File: src/rtl/alu_operand_loader.sv
// Operand entry front-end for the 4-bit ALU: debounces the load button and steps
// through capturing A, B and the op code from the shared switch bank.
module alu_operand_loader #(
  parameter int unsigned DEBOUNCE_CYCLES = 250000
) (
  input  logic       clk,
  input  logic       reset,
  input  logic [3:0] sw,
  input  logic       btn_load,
  output logic [3:0] a_out,
  output logic [3:0] b_out,
  output logic [2:0] op_out,
  output logic       valid,
  output logic [1:0] step
);

  localparam int unsigned CntW = $clog2(DEBOUNCE_CYCLES);
  localparam logic [CntW-1:0] CntMax = CntW'(DEBOUNCE_CYCLES - 1);

  typedef enum logic [1:0] {
    StLoadA  = 2'd0,
    StLoadB  = 2'd1,
    StLoadOp = 2'd2,
    StDone   = 2'd3
  } state_e;

  logic            sync1_q, sync2_q;
  logic            db_q, db_d;
  logic            db_dly_q;
  logic [CntW-1:0] cnt_q, cnt_d;
  logic            press;

  state_e          state_q, state_d;
  logic [3:0]      a_q, a_d;
  logic [3:0]      b_q, b_d;
  logic [2:0]      op_q, op_d;
  logic            valid_q, valid_d;

  // Button synchronizer, debounce and edge-detect state.
  always_ff @(posedge clk or posedge reset) begin
    if (reset) begin
      sync1_q  <= 1'b0;
      sync2_q  <= 1'b0;
      db_q     <= 1'b0;
      db_dly_q <= 1'b0;
      cnt_q    <= '0;
    end else begin
      sync1_q  <= btn_load;
      sync2_q  <= sync1_q;
      db_q     <= db_d;
      db_dly_q <= db_q;
      cnt_q    <= cnt_d;
    end
  end

  // Any sample agreeing with the debounced level restarts the stability count.
  always_comb begin
    db_d  = db_q;
    cnt_d = cnt_q;
    if (sync2_q == db_q) begin
      cnt_d = '0;
    end else if (cnt_q == CntMax) begin
      db_d  = sync2_q;
      cnt_d = '0;
    end else begin
      cnt_d = cnt_q + 1'b1;
    end
  end

  assign press = db_q & ~db_dly_q;

  always_ff @(posedge clk or posedge reset) begin
    if (reset) begin
      state_q <= StLoadA;
      a_q     <= 4'd0;
      b_q     <= 4'd0;
      op_q    <= 3'd0;
      valid_q <= 1'b0;
    end else begin
      state_q <= state_d;
      a_q     <= a_d;
      b_q     <= b_d;
      op_q    <= op_d;
      valid_q <= valid_d;
    end
  end

  // Captured operands are kept across DONE -> LOAD_A until overwritten.
  always_comb begin
    state_d = state_q;
    a_d     = a_q;
    b_d     = b_q;
    op_d    = op_q;
    valid_d = valid_q;
    if (press) begin
      unique case (state_q)
        StLoadA: begin
          a_d     = sw;
          state_d = StLoadB;
        end
        StLoadB: begin
          b_d     = sw;
          state_d = StLoadOp;
        end
        StLoadOp: begin
          op_d    = sw[2:0];
          valid_d = 1'b1;
          state_d = StDone;
        end
        StDone: begin
          valid_d = 1'b0;
          state_d = StLoadA;
        end
        default: state_d = StLoadA;
      endcase
    end
  end

  assign a_out  = a_q;
  assign b_out  = b_q;
  assign op_out = op_q;
  assign valid  = valid_q;
  assign step   = state_q;

endmodule

File: config.mk
export PLATFORM = sky130hd
export DESIGN_NAME = alu_operand_loader
export DESIGN_NICKNAME = d
export VERILOG_FILES = /design/src/rtl/alu_operand_loader.sv
export SDC_FILE = /design/constraint.sdc
export NUM_CORES = 1
export LEC_CHECK = 0
export BUFFER_PORTS_ARGS = -buffer_cell sky130_fd_sc_hd__buf_4
export CAP_MARGIN = 10
export CORE_ASPECT_RATIO = 0.6
export CORE_MARGIN = 2
export CORE_UTILIZATION = 41
export CTS_CLUSTER_SIZE = 16
export DETAILED_ROUTE_END_ITERATION = 8
export MAX_ROUTING_LAYER = met4
export SYNTH_ARGS = -nofsm -noshare
export SYNTH_HDL_FRONTEND = slang
export SYNTH_SLANG_ARGS = --single-unit
File: constraint.sdc
create_clock -name clk -period 1.85 [get_ports clk]
set_clock_uncertainty 0.2 [all_clocks]
set_input_delay 0.185 -clock clk [delete_from_list [all_inputs] [get_ports clk]]
set_output_delay 0.185 -clock clk [all_outputs]
set_load 0.02 [all_outputs]
==> flow_summary.ini <==
[run_status]
outcome = finished with violations
violations = setup timing

[setup_path]
arrival_ns = 1.88
rr_worst_depth = 6
critPathKind = flip-flop to flip-flop
cpMaxStageDelayCell = or4_4
cp_top_family = simple AND/OR/NAND/NOR gates
path_buf_inv = 3
path_cells = buf_4, or4_4, o31ai_4, buf_6, clkbuf_16, a21oi_1
crit_cells = 6
cp.required_ns = 1.81
endpoint_kind = flip-flop
critical_path.max_stage_delay_ns = 0.46
cp_max_fo = 5
start_kind = flip-flop

[route]
drt_iter0_markers = 53
drtAntennaViolNets = 0
drt_wl_total_um = 3502
drtPass1Iterations = 4
vias = 1248
viasPerCell = 5.032
drc = 0
wire_per_inst_um = 14.12

[timing]
fin_crit_sh_pct = 103.5
finalCriticalPeriod_ns = 1.914
finalMaxSlewViolations = 0
worst_pin_slew_ns = 0.4428
setup_viol = 18
max_clock_freq_ghz = 0.5224
timing.final.ws_setup_ns = -0.06422
hold_violations = 0
hold_ws_ns = 0.1564
rsz0062_at_grt = true
relSlewSlack_pct = 70.48

[logic_synthesis]
synthMuxAreaShare_pct = 8.359
synth_xor_area_share_pct = 7.585
ys_seq_area_share_pct = 55.73
synth_area_leaders = dfrtp_1 (56%), mux2_2 (8.4%), xnor2_1 (6.5%), ha_1 (4.6%), nor2_1 (4.4%)
yosys_warnings = 0
synth_compound_area_share_pct = 4.334
avgSynthCellArea_um2 = 11.30
synth_area_mm2 = 0.001617
synth_cell_types = 24
synth_top_area_share_pct = 55.73
async_reset_ff_share_pct = 100.0
synth_top_family_by_area = simple AND/OR/NAND/NOR gates
synth-edff-count = 0
synth_top_area_cell = dfrtp_1
synth_ff_type = dfrtp_1
syn_inst = 143
synthSimpleGateAreaFrac_pct = 16.80
synthAdderAreaFrac_pct = 4.644
syn_nets = 156
ys_ff_latch = 36

[cells_and_area]
multi_input_area_um2 = 725.7
drive_gt1_share_pct = 38.31
fill_cells = 306
layout_common_cells = buf_4 (43), dfrtp_1 (35), nor2_1 (19)
layout_commonest_cell = buf_4
n_antenna_cell = 0
nNetsFinal = 214
synthToLayoutAreaGrowth_pct = 38.85
ff_latch_area_um2 = 902.1
fin_cells = 248

[floorplanning]
die_area_mm2 = 0.004478
io_pins = 21
core_area_mm2 = 0.003722
start_util_pct = 43.43
chipWidth_um = 85.07
rows = 17
dieHeight_um = 52.64

[grt]
antenna_found_initial = 0
grt_max_degree = 37
use_met2_pct = 23.44
met3_usage_pct = 4.252
grt_use_met1_pct = 24.03
groute.usage.overall_pct = 16.85
top_usage_layer = met1
grt_pass1_vias = 1154
grt_pass1_wl_um = 5526
grt_remaining_overflow = 0

[placed_design]
place_congestion = 0.7856
port_buffers = 20
dp_hpwl_um = 2418
post-place-cells = 229

[clock_tree]
cts_buffer_depth = 2
path_clk_slew_ns = 0.07
cts-root-buf = clkbuf_8
clkSinkCount = 36
htree_levels = 2
cts_buffers = 5
clk_latency_ns = 0.28
cts_tree = done

[power_and_ir_drop]
cellPowerDensity_mw_per_mm2 = 649.4
p_leak_nw = 1.015
vdd_drop_max_mv = 0.4618
total_power_mw = 1.458

[hold_path]
hold_class = flip-flop to flip-flop
holdPathStages = 0

[run]
max_cap_violations = 0
## state kept, by name, summed over array words and instances (netlist names)
name	cells
cnt_q	18
a_out	4
step	2
valid	1
b_out	4
sync2_q	1
sync1_q	1
op_out	3
db_dly_q	1
db_q	1
## metal layers
metal	part of all wire [%]	wire, um
met1	48	1697
met2	45	1563
met3	6.1	214
met4	0.77	27
met5	0	0
## kinds of logic (layout without fill, tap and decap cells)
family,after synthesis,after routing
AND/OR/NAND/NOR,53,53
flip-flops,36,36
XOR/XNOR,14,14
multiplexers,12,12
AO/OA/AOI/OAI,12,12
buffers and inverters,10,68
adder cells (fa/ha/maj),6,6
## synthesized netlist by cell type, types with 2 or more instances
master    n
nor3_1    5
or3_1     2
mux2_2   12
nor4_1    3
o21ai_0   5
xnor2_1  12
nor2_1   19
a21oi_1   5
ha_1      6
nand3_1   5
or4_1     2
inv_1     8
xor2_1    2
nand2_1  10
dfrtp_1  36
nand4_1   3
## what timing repair did
item | in CTS | in global routing
gates resized for setup | 3 | 8
setup buffers | 0 | 4
endpoints found under the setup margin | 3 | 19
pin swaps | 1 | 4
hold endpoints to repair | 48 | 0
hold buffers | 6 | 0
cloned | 0 | 2
## area by class of cell
cell class	instances	share of cell area, %
sequential	36	40.19
tap	47	2.620
clock buffer	6	3.233
clock inverter	1	0.2230
multi-input combinational	97	32.33
inverter	8	1.338
timing repair buffer	53	20.07
## per-stage QoR
stage	util, %	setup WS (ns)	area (um2)	setup TNS, ns
6_report	60.30	-0.06422	2245	-0.8438
5_1_grt	60.30	-0.1228	2245	-1.942
4_1_cts	57.61	-0.06950	2145	-0.06950
3_5_place_dp	53.55	-0.07745	1993	-0.1056
3_3_place_gp	53.55	-0.01896	1993	-0.01896
2_1_floorplan	-	-0.06035	1625	-0.2891
## where the power goes
part	switching (mW)	internal, mW
clock	0.259	0.256
combinational	0.0616	0.0631
sequential	0.0111	0.807
## final timing paths
| check | from | endpoint | slack [ns] |
|---|---|---|---|
| setup reg to reg | cnt_q[11] | cnt_q[15] | -0.06 |
| hold / removal | sync1_q | sync2_q | 0.16 |
| max in group asynchronous | reset | cnt_q[10] | 0.74 |
| setup / recovery | cnt_q[11] | cnt_q[15] | -0.06 |
| min in group asynchronous | reset | cnt_q[1] | 0.36 |
| hold reg to reg | sync1_q | sync2_q | 0.16 |
Note: power is estimated with default switching activity, not from simulation.
